## src/rtl/bus_sched_pkg.sv

```systemverilog
// Shared types and limits for the transceiver bus scheduler.
package bus_sched_pkg;

    localparam int unsigned MAX_REQ = 8;

    typedef enum logic [1:0] {
        StIdle,
        StSetup,
        StXfer,
        StTurn
    } sched_state_t;

    function automatic int unsigned max3(input int unsigned a, input int unsigned b,
                                         input int unsigned c);
        int unsigned m;
        m = (a > b) ? a : b;
        return (m > c) ? m : c;
    endfunction

endpackage

```

## src/rtl/bus_xcvr_sched_rr_pick.sv

```systemverilog
// Combinational round-robin picker: first set request after the pointer, wrapping.
module rr_pick import bus_sched_pkg::*; #(
    parameter int unsigned N_REQ = 4,
    localparam int unsigned IW = $clog2(N_REQ)
) (
    input  logic [N_REQ-1:0] req,
    input  logic [IW-1:0]    ptr,
    output logic             valid,
    output logic [N_REQ-1:0] onehot,
    output logic [IW-1:0]    idx
);

    logic [IW-1:0] cand;

    always_comb begin
        valid  = 1'b0;
        onehot = '0;
        idx    = '0;
        cand   = '0;
        for (int unsigned k = 1; k <= N_REQ; k++) begin
            cand = IW'((32'(ptr) + k) % N_REQ);
            if (!valid && req[cand]) begin
                valid        = 1'b1;
                idx          = cand;
                onehot[cand] = 1'b1;
            end
        end
    end

endmodule

```

## src/rtl/bus_xcvr_sched.sv

```systemverilog
// Sequences DIR/nOE of per-requester 74245 transceivers and grants a shared bus
// round-robin, with settle and turnaround gaps to avoid contention.
module bus_xcvr_sched import bus_sched_pkg::*; #(
    parameter int unsigned N_REQ     = 4,
    parameter int unsigned DIR_SETUP = 2,
    parameter int unsigned HOLD      = 1,
    parameter int unsigned TURN      = 2
) (
    input  logic             clk,
    input  logic             rst,
    input  logic [N_REQ-1:0] req,
    input  logic [N_REQ-1:0] wr,
    output logic [N_REQ-1:0] dir,
    output logic [N_REQ-1:0] n_oe,
    output logic [N_REQ-1:0] gnt,
    output logic             busy,
    output logic             done
);

    localparam int unsigned IW = $clog2(N_REQ);
    localparam int unsigned CW = $clog2(max3(DIR_SETUP, HOLD, TURN) + 1);
    localparam logic [CW-1:0] SETUP_LD = CW'(DIR_SETUP - 1);
    localparam logic [CW-1:0] HOLD_LD  = CW'(HOLD - 1);
    localparam logic [CW-1:0] TURN_LD  = (TURN == 0) ? '0 : CW'(TURN - 1);
    localparam sched_state_t  REL_ST   = (TURN == 0) ? StIdle : StTurn;

    if (N_REQ < 2 || N_REQ > MAX_REQ || DIR_SETUP < 1 || HOLD < 1) begin : g_param_err
        $error("bus_xcvr_sched: illegal parameter combination");
    end

    sched_state_t     state_q, state_d;
    logic [CW-1:0]    cnt_q, cnt_d;
    logic [IW-1:0]    idx_q, idx_d;
    logic [IW-1:0]    ptr_q, ptr_d;
    logic [N_REQ-1:0] dir_q, dir_d;
    logic [N_REQ-1:0] n_oe_q, n_oe_d;
    logic [N_REQ-1:0] gnt_q, gnt_d;
    logic             done_q, done_d;
    logic             busy_q;

    logic             pick_valid;
    logic [N_REQ-1:0] pick_onehot;
    logic [IW-1:0]    pick_idx;

    rr_pick #(
        .N_REQ (N_REQ)
    ) u_pick (
        .req    (req),
        .ptr    (ptr_q),
        .valid  (pick_valid),
        .onehot (pick_onehot),
        .idx    (pick_idx)
    );

    always_comb begin
        state_d = state_q;
        cnt_d   = cnt_q;
        idx_d   = idx_q;
        ptr_d   = ptr_q;
        dir_d   = dir_q;
        n_oe_d  = n_oe_q;
        gnt_d   = gnt_q;
        done_d  = 1'b0;
        unique case (state_q)
            StIdle: begin
                // wr is captured only here, so later wr changes cannot move dir mid-grant
                if (pick_valid) begin
                    idx_d           = pick_idx;
                    ptr_d           = pick_idx;
                    dir_d[pick_idx] = wr[pick_idx];
                    gnt_d           = pick_onehot;
                    cnt_d           = SETUP_LD;
                    state_d         = StSetup;
                end
            end
            StSetup: begin
                if (!req[idx_q]) begin
                    gnt_d   = '0;
                    cnt_d   = TURN_LD;
                    state_d = REL_ST;
                end else if (cnt_q == '0) begin
                    n_oe_d[idx_q] = 1'b0;
                    cnt_d         = HOLD_LD;
                    state_d       = StXfer;
                end else begin
                    cnt_d = cnt_q - 1'b1;
                end
            end
            StXfer: begin
                if (cnt_q != '0) begin
                    cnt_d = cnt_q - 1'b1;
                end else if (!req[idx_q]) begin
                    n_oe_d  = '1;
                    gnt_d   = '0;
                    done_d  = 1'b1;
                    cnt_d   = TURN_LD;
                    state_d = REL_ST;
                end
            end
            StTurn: begin
                if (cnt_q == '0) begin
                    state_d = StIdle;
                end else begin
                    cnt_d = cnt_q - 1'b1;
                end
            end
            default: state_d = StIdle;
        endcase
    end

    always_ff @(posedge clk or posedge rst) begin
        if (rst) begin
            state_q <= StIdle;
            cnt_q   <= '0;
            idx_q   <= '0;
            ptr_q   <= IW'(N_REQ - 1);
            dir_q   <= '0;
            n_oe_q  <= '1;
            gnt_q   <= '0;
            done_q  <= 1'b0;
            busy_q  <= 1'b0;
        end else begin
            state_q <= state_d;
            cnt_q   <= cnt_d;
            idx_q   <= idx_d;
            ptr_q   <= ptr_d;
            dir_q   <= dir_d;
            n_oe_q  <= n_oe_d;
            gnt_q   <= gnt_d;
            done_q  <= done_d;
            busy_q  <= (state_d != StIdle);
        end
    end

    assign dir  = dir_q;
    assign n_oe = n_oe_q;
    assign gnt  = gnt_q;
    assign done = done_q;
    assign busy = busy_q;

endmodule

```

## config.mk

```make
export PLATFORM = sky130hd
export DESIGN_NAME = bus_xcvr_sched
export DESIGN_NICKNAME = d
export VERILOG_FILES = /design/src/rtl/bus_sched_pkg.sv /design/src/rtl/bus_xcvr_sched_rr_pick.sv /design/src/rtl/bus_xcvr_sched.sv
export SDC_FILE = /design/constraint.sdc
export NUM_CORES = 1
export LEC_CHECK = 0
export ABC_AREA = 1
export CAP_MARGIN = 30
export CELL_PAD_IN_SITES_DETAIL_PLACEMENT = 1
export CELL_PAD_IN_SITES_GLOBAL_PLACEMENT = 1
export CORE_ASPECT_RATIO = 0.7
export CORE_MARGIN = 3
export CORE_UTILIZATION = 40
export CTS_CLUSTER_DIAMETER = 30
export DETAILED_ROUTE_END_ITERATION = 12
export GPL_TIMING_DRIVEN = 0
export PLACE_DENSITY = 0.8
export SLEW_MARGIN = 20
export SYNTH_ARGS = -nofsm -noshare
export SYNTH_HDL_FRONTEND = slang
export SYNTH_HIERARCHICAL = 1
export SYNTH_SLANG_ARGS = --single-unit
```

## constraint.sdc

```tcl
create_clock -name clk -period 2.9 [get_ports clk]
set_clock_uncertainty 0.1 [all_clocks]
set_input_delay 0.58 -clock clk [delete_from_list [all_inputs] [get_ports clk]]
set_output_delay 0.58 -clock clk [all_outputs]
set_load 0.01 [all_outputs]
```

==> results.md, run 1 <==
* Die extent in x at 83.99 um
* Tightest Hold Check Type: reg -> reg
* Internal cell power at 1.377 mW
* Netlist cell types at 27
* Synthesized flop and latch total at 22
* Logic gate share of total power at 0.692
* I/O Pins at 24
* Period minus WS final at 2.680 ns
* Hold violation total from the final report at 0
* First-pass GRT wire length at 7748 um
* Achievable clock frequency at 0.3732 GHz
* Utilization after layout at 0.5232
* CP top delay family: flip-flops
* Highest-delay cell along the critical path: dfstp_2
* Reg2reg setup slack at 0.22 ns
* Launching element of the worst setup path: ptr_q[1]
* Top layer reached by signal wires: met4
* Count of buffer and inverter cells on the critical path at 3
* Cts bufs inserted at 3
* Syn avg cell area at 7.502 um2
* Logic depth of the worst setup path including buffers at 12
* Class of the most critical setup path: reg -> reg
* Ant. Diodes at 0
* Setup violation total in the final timing report at 0
* Max-capacitance violation count at 0
* Count of antenna-violating nets left after detailed routing at 0
* CTS tree: done
* Detailed-route vias per instance at 5.153
* Routed wire length per instance at 14.38 um
* Clock network power share at 0.105
* Run status: complete, no violations
* CP dominant cell by count: inv_1
* CTS clk-pin slew, worst paths at 0.09 ns
* Final Cycle Share at 0.9241
* Number of synthesis warnings at 6
* Via count of the first global-routing pass at 1,620
* Count of input and output buffers at 23
* Required time of the worst setup path at 2.96 ns
* Routed metal-1 wirelength at 2225 um
* Endpoint of the worst register-to-register path: dir[2]
* Number of nets produced by synthesis at 253
* Leakage at 1.039 nW
* Placed instance count at 302
* Worst-path fanout max at 7
* Worst hold path depth at 2
* Final #Nets at 283
* Arrival time reported for the critical path endpoint at 2.74 ns
* Peak supply drop at 0.5827 mV
* Clock sink count at 22
* GPL Wtd Cong at 0.8770
* Number of design-rule violations left by the first detailed-router iteration at 88
* Number of buffers added to fix hold violations after cts at 0
* Worst-case clock buffer depth at 2
* Leftover overflow at the end of global routing at 0
* Initial antenna violation count at 0
* Drt total wl at 4429 um
* Switching fraction of total power at 0.5111
* Pin count of the biggest net entering global routing at 23
* Global-route usage over all layers at 0.1933
* Part of the Yosys area used for sequential elements at 0.3277
* Die extent in y at 60.59 um
* Power share of the sequential group at 0.204
* Power per standard cell area at 1339 mW/mm2
* Worst-case headroom to the max-slew limit at 0.4226
* First drt pass iteration count at 4
* End point of the critical path: dir[2]
* Count of pins over their slew limit at 0
* Synth Cell Area at 0.001703 mm2
* Final cell count without fillers at 308
* Critical path startpoint category: flop
* P_sw at 1.439 mW
* Start of the worst register-to-register path: ptr_q[1]
* Largest incremental delay on the critical path at 0.56 ns
* Vias at 1,587
* Sort of element at the end of the critical path: flop
* Rows at 19
* Number of levels the H-tree was split into at 1
* Placed wire-length estimate at 3398 um
* RSZ-0062 raised after global routing: no
* Drt drc at 0
* Initial Utilization at 0.4239
* Root Driver: clkbuf_8
* Met2 Routed Length at 2044 um
* Area Growth Syn to Fin at 23.44%
* Worst-Margin Slew at 0.8651 ns
* Hold_ws at 0.3621 ns
* Met3 wire len at 139 um
* FF-to-FF path depth at 12
* Total core area at 0.004018 mm2
* Proportion of layout cells with a drive suffix above 1 at 0.1563
* Number of filler instances in the final layout at 523
* Full die area at 0.005089 mm2
* Post-Synthesis Cells at 227
* Cell-by-cell trace of the critical path: inv_1, ha_4, inv_1, nand2_2, nand2_2, nor2_4, nor2_1, a21oi_2, inv_1, nor2_1, o211ai_1, mux2_2
* Worst skew pair latency at 0.27 ns
-- timing repair --
item,CTS,global route
pin swaps,1,1
endpoints found under the setup margin,4,4
gates resized for setup,0,2
setup buffers,2,0
-- synth_stat cells --
library cell / number / area share
dfstp_2: 6 / 0.093
mux2_2: 4 / 0.026
nor2_8: 1 / 0.012
buf_4: 1 / 0.0044
o31ai_1: 4 / 0.018
nand4_1: 6 / 0.022
o21ai_2: 1 / 0.0051
a21boi_0: 4 / 0.018
nand3_1: 25 / 0.073
nand3_2: 2 / 0.012
dfrtp_1: 16 / 0.24
nand2_2: 9 / 0.033
a21oi_1: 8 / 0.024
o21ai_1: 4 / 0.012
inv_4: 1 / 0.0037
ha_1: 16 / 0.12
a211oi_1: 1 / 0.0044
inv_1: 29 / 0.064
nand2_1: 58 / 0.13
nor2_2: 2 / 0.0073
nor2_1: 11 / 0.024
o21ai_0: 8 / 0.024
o211ai_1: 2 / 0.0088
nand2_4: 2 / 0.013
a21oi_2: 1 / 0.0051
a31oi_1: 2 / 0.0073
inv_2: 3 / 0.0066
-- cell families (layout without fill, tap and decap cells) --
kind of cell	count (synthesis)	after routing	share of synthesized area
fa+ha+maj	16	16	0.1176
simple gates	116	116	0.3248
buf+inv	34	63	0.07862
mux	4	4	0.02645
compound gates	35	35	0.1249
flops	22	22	0.3277
-- power by group through the flow --
stage / sequential, mW / combinational (mW) / clock (mW)
after floorplan: 0.622 / 1.30 / 0
final: 0.573 / 1.95 / 0.295
after CTS: 0.576 / 1.93 / 0.305
after detailed placement: 0.611 / 1.85 / 0
after global placement: 0.607 / 1.81 / 0
after global routing: 0.598 / 2.20 / 0.313
-- registers in the layout (all words and copies together) (netlist names) --
register	flops
done	1
dir	4
n_oe	4
state_q	2
ptr_q	2
cnt_q	2
idx_q	2
gnt	4
busy	1
-- stage by stage --
stage | total power, mW | instance area (um2) | setup WS (ns) | TNS (ns)
global route | 3.114 | 2102 | 0.04262 | 0
global placement | 2.418 | 1998 | -0.03639 | -0.1378
detailed placement | 2.460 | 1998 | -0.06564 | -0.2548
CTS | 2.806 | 2085 | 0.08250 | 0
floorplan | 1.927 | 1703 | 0.4618 | 0
finish | 2.815 | 2102 | 0.2201 | 0
-- cell type report --
| type | count | area, um2 | share of cell area |
|---|---|---|---|
| sequential | 22 | 558.0 | 0.2655 |
| multi-input combinational | 171 | 1028 | 0.4893 |
| inverter | 33 | 126.4 | 0.06012 |
| timing repair buffer | 25 | 245.2 | 0.1167 |
| clock buffer | 3 | 41.29 | 0.01964 |
| clock inverter | 1 | 30.03 | 0.01429 |
| buffer | 1 | 7.507 | 0.003571 |
| tap | 52 | 65.06 | 0.03095 |
-- worst min-delay path, cell delays in order, from the launching register on --
cell and delay (ns):
dfstp_2 0.38, o21ai_2 0.04, nand2_1 0.04
-- worst min path at each step --
stage | start | to
2_1_floorplan | n_oe[3] | n_oe[3]
3_3_place_gp | n_oe[3] | n_oe[3]
3_5_place_dp | n_oe[3] | n_oe[3]
4_1_cts | n_oe[3] | n_oe[3]
5_1_grt | n_oe[3] | n_oe[3]
6_report | n_oe[3] | n_oe[3]
-- metal layers --
metal | vias to the layer above | GRT usage
li1 | 801 | -
met1 | 762 | 0.2573
met3 | 2 | 0.04342
met2 | 22 | 0.3307
met5 | - | 0
met4 | 0 | 0.04128
-- layout by cell type, fill, tap and decap left out, drive strengths merged, types with 6 or more instances in the layout --
master         count
nand2             69
inv               33
nand3             27
clkdlybuf4s50     23
dfrtp             16
ha                16
nor2              14
o21ai             13
a21oi              9
dfstp              6
nand4              6
Power figures use the tool's default switching activity.
==> run 2: changes to the inputs <==
--- a/config.mk
+++ b/config.mk
@@ -6,6 +6,7 @@
 export NUM_CORES = 1
 export LEC_CHECK = 0
 export ABC_AREA = 1
+export ABC_CLOCK_PERIOD_IN_PS = 2900
 export CAP_MARGIN = 30
 export CELL_PAD_IN_SITES_DETAIL_PLACEMENT = 1
 export CELL_PAD_IN_SITES_GLOBAL_PLACEMENT = 1
@@ -14,6 +15,7 @@
 export CORE_UTILIZATION = 40
 export CTS_CLUSTER_DIAMETER = 30
 export DETAILED_ROUTE_END_ITERATION = 12
+export GPL_ROUTABILITY_DRIVEN = 1
 export GPL_TIMING_DRIVEN = 0
 export PLACE_DENSITY = 0.8
 export SLEW_MARGIN = 20
==> results of run 2 <==
Final layout, timing and power as in run 1 (identical DEF).
==> run 3: changes to the inputs <==
--- a/config.mk
+++ b/config.mk
@@ -17,9 +17,9 @@
 export DETAILED_ROUTE_END_ITERATION = 12
 export GPL_ROUTABILITY_DRIVEN = 1
 export GPL_TIMING_DRIVEN = 0
-export PLACE_DENSITY = 0.8
+export PLACE_DENSITY = 0.79
+export SKIP_LAST_GASP = 1
 export SLEW_MARGIN = 20
 export SYNTH_ARGS = -nofsm -noshare
 export SYNTH_HDL_FRONTEND = slang
-export SYNTH_HIERARCHICAL = 1
 export SYNTH_SLANG_ARGS = --single-unit
==> results.md, run 3 <==
* Largest incremental delay on the critical path at 0.59 ns (+0.03 ns)
* Root Driver: clkbuf_8
* Drt total wl at 4591 um (+3.7%)
* Leading cell type by number of instances after synthesis: nand2_1
* Critical path startpoint category: flop
* Synthesized flop and latch total at 22 (unchanged)
* Number of synthesis warnings at 0 (-6)
* Count of input and output buffers at 23 (unchanged)
* Post-cts gate resize count at 0 (unchanged)
* Achievable clock frequency at 0.3690 GHz (-1.1%)
* Drt drc at 0 (unchanged)
* Clock network power share at 0.076 (-0.029)
* Met2 Routed Length at 2013 um (-1.5%)
* Initial antenna violation count at 0 (unchanged)
* First-pass GRT wire length at 8100 um (+4.5%)
* Hold violation total from the final report at 0 (unchanged)
* Ant. Diodes at 0 (unchanged)
* Count of antenna-violating nets left after detailed routing at 0 (unchanged)
* Biggest area consumer among synthesized cells: dfrtp_1
* Dominant cells by area after synthesis: dfrtp_1 (22%), nand2_1 (15%), ha_1 (10%)
* Period minus WS final at 2.710 ns (+0.02986 ns)
* Hold_ws at 0.3834 ns (+0.02127 ns)
* Count of pins over their slew limit at 0 (unchanged)
* Highest-delay cell along the critical path: dfstp_2
* Power share of the sequential group at 0.199 (-0.005)
* Final setup slack of the worst path at 0.1903 ns (-0.02986 ns)
* Run status: complete, no violations
* Clock sink count at 22 (unchanged)
* Internal cell power at 1.345 mW (-2.3%)
* Placed wire-length estimate at 3660 um (+7.7%)
* Global-route usage over all layers at 0.1852 (-0.008064)
* Full die area at 0.005369 mm2 (+5.5%)
* Final cell count without fillers at 321 (+4.2%)
* Met3 wire len at 195 um (+40%)
* I/O Pins at 24 (unchanged)
* Switching fraction of total power at 0.5395 (+0.02843)
* Total core area at 0.004136 mm2 (+3.0%)
* Worst skew pair latency at 0.26 ns (about the same)
* Worst-path fanout max at 13 (+6)
* P_sw at 1.575 mW (+9.5%)
* Synth Cell Area at 0.001805 mm2 (+6.0%)
* Max-capacitance violation count at 0 (unchanged)
* Worst-case clock buffer depth at 2 (unchanged)
* Part of the Yosys area used for sequential elements at 0.3091 (-0.01862)
* Utilization after layout at 0.5248 (+0.001602)
* First drt pass iteration count at 4 (unchanged)
* Arrival time reported for the critical path endpoint at 2.77 ns (+0.03 ns)
* FF-to-FF path depth at 14 (+2)
* Netlist cell types at 31 (+15%)
* Required time of the worst setup path at 2.96 ns (about the same)
* Routed wire length per instance at 14.30 um (-0.54%)
* Area Growth Syn to Fin at 20.24%
* Routed metal-1 wirelength at 2369 um (+6.5%)
* Number of levels the H-tree was split into at 1 (unchanged)
* Register Area at 558.0 um2 (unchanged)
* Power per standard cell area at 1345 mW/mm2 (+0.43%)
* Worst hold path depth at 2 (unchanged)
* Post-layout total power at 2.920 mW (+3.7%)
* Syn avg cell area at 7.492 um2 (-0.13%)
* Logic gate share of total power at 0.725 (+0.033)
* Cts bufs inserted at 3 (unchanged)
* CP dominant cell by count: nand2_1
* Peak supply drop at 0.7750 mV (+33%)
* Total area of multi-input combinational cells at 0.001047 mm2 (+1.8%)
* Rows at 19 (unchanged)
* Sort of element at the end of the critical path: flop
* Final cell area excluding filler cells at 0.002171 mm2 (+3.3%)
* Initial Utilization at 0.4365 (+0.01262)
* Most used cells in the layout excluding fill and tap cells: nand2_1 (71), inv_1 (34), clkdlybuf4s50_1 (23), o21ai_0 (18), dfrtp_1 (16)
* Proportion of layout cells with a drive suffix above 1 at 0.1859 (+0.02962)
* Area after DPL at 0.002101 mm2 (+5.1%)
* Via count of the first global-routing pass at 1,706 (+5.3%)
* Setup violation total in the final timing report at 0 (unchanged)
* Die extent in x at 86.30 um (+2.8%)
* Die extent in y at 62.21 um (+2.7%)
* Tightest Hold Check Type: reg -> reg
* Leftover overflow at the end of global routing at 0 (unchanged)
* Most used DFF post-synth: dfrtp_1
* Cell-by-cell trace of the critical path: buf_6, inv_4, buf_12, ha_1, inv_1, nand3_2, nand2_4, inv_6, nand4_4, nand2_1, inv_2, nand2_2, o21ai_0, nand2_1
* Share of flip-flops with an asynchronous set or reset after synthesis at 1.000 (unchanged)
* Class of the most critical setup path: reg -> reg
* Most common library cell in the layout ignoring fill and taps: nand2_1
* CTS tree: done
* Detailed-route vias per instance at 5.103 (-0.97%)
* Share of Yosys cell area claimed by the top area cell type at 0.2218 (-0.01336)
* Vias at 1,638 (+3.2%)
* Pin count of the biggest net entering global routing at 23 (unchanged)
* Setup total negative slack at 0 ns (unchanged)
* Setup Buffers After CTS at 0 (-2)
* CP top delay family: buffers and inverters
* Final #Nets at 295 (+4.2%)
* Count of buffer and inverter cells on the critical path at 6 (+3)
* CTS clk-pin slew, worst paths at 0.08 ns (about the same)
* Post-Synthesis Cells at 241 (+6.2%)
* Worst-case headroom to the max-slew limit at 0.7397 (+0.3170)
* Logic depth of the worst setup path including buffers at 14 (+2)
* Number of design-rule violations left by the first detailed-router iteration at 53 (-40%)
* Top cell types by occurrence after synthesis: nand2_1 (71), inv_1 (34), o21ai_0 (18), dfrtp_1 (16), ha_1 (15)
* RSZ-0062 raised after global routing: no
* Leakage at 1.110 nW (+6.9%)
* Number of nets produced by synthesis at 266 (+5.1%)
* Number of buffers added to fix hold violations after cts at 0 (unchanged)
* Number of filler instances in the final layout at 518 (-0.96%)
* Setup Slack @ Placement at 0.2169 ns (+0.2825 ns)
* Placed instance count at 316 (+4.6%)
* Count of flip-flops with a built-in enable after synthesis at 0 (unchanged)
* GPL Wtd Cong at 0.8441 (-3.8%)
* Top layer reached by signal wires: met4
* Worst-Margin Slew at 0.3864 ns (-0.4787 ns)
* Final Cycle Share at 0.9344 (+0.01030)
-- run 3: cell types whose count changed after synthesis, sizes merged, moves of 2 or more --
cell / delta
o31ai: -4
a21boi: -4
nand4: -4
o21ai: +9
o22ai: +4
nand3: -5
nor3: +2
inv: +7
a31oi: -2
mux2: -4
nor2: -4
nand2: +17
-- run 3: worst register-to-register path: cells and delay by family (launching register included) --
family,cells,cell delay [ns]
compound gates,1,0.18
flops,1,0.59
buf+inv,6,0.73
fa+ha+maj,1,0.39
simple gates,6,0.62
-- run 3: layout make-up --
type,count,share of cell area
Multi-Input combinational cell,176,0.4824
Sequential cell,22,0.2571
Timing Repair Buffer,24,0.1130
Inverter,41,0.07781
Tap cell,52,0.02997
Clock buffer,4,0.02536
Buffer,2,0.01441
-- run 3: per-layer routing --
layer | vias up | GRT usage
li1 | 826 | -
met1 | 780 | 0.2783
met2 | 30 | 0.2846
met3 | 2 | 0.03567
met4 | 0 | 0.01751
met5 | - | 0
-- run 3: path summary, 6_finish.rpt --
kind	start	slack, ns	endpoint
worst max-delay path	ptr_q[0]	0.19	dir[3]
worst min-delay path	n_oe[3]	0.38	n_oe[3]
worst max register to register	ptr_q[0]	0.19	dir[3]
worst min register to register	n_oe[3]	0.38	n_oe[3]
max in group asynchronous	rst	1.72	ptr_q[1]
min in group asynchronous	rst	0.48	busy
-- run 3: logic make-up after synthesis --
kind of cell / synth area share
and+or+nand+nor: 0.3493
DFF: 0.3091
adders and majority gates: 0.1040
buffers and inverters: 0.1109
AOI/OAI and AO/OA: 0.1268
-- run 3: power by group through the flow --
| stage | Clock, mW | Sequential (mW) | Combinational, mW |
|---|---|---|---|
| 6_report | 0.222 | 0.581 | 2.12 |
| 5_1_grt | 0.244 | 0.607 | 2.40 |
| 4_1_cts | 0.232 | 0.582 | 2.13 |
| 3_5_place_dp | 0 | 0.585 | 2.11 |
| 3_3_place_gp | 0 | 0.579 | 2.06 |
| 2_1_floorplan | 0 | 0.593 | 1.55 |
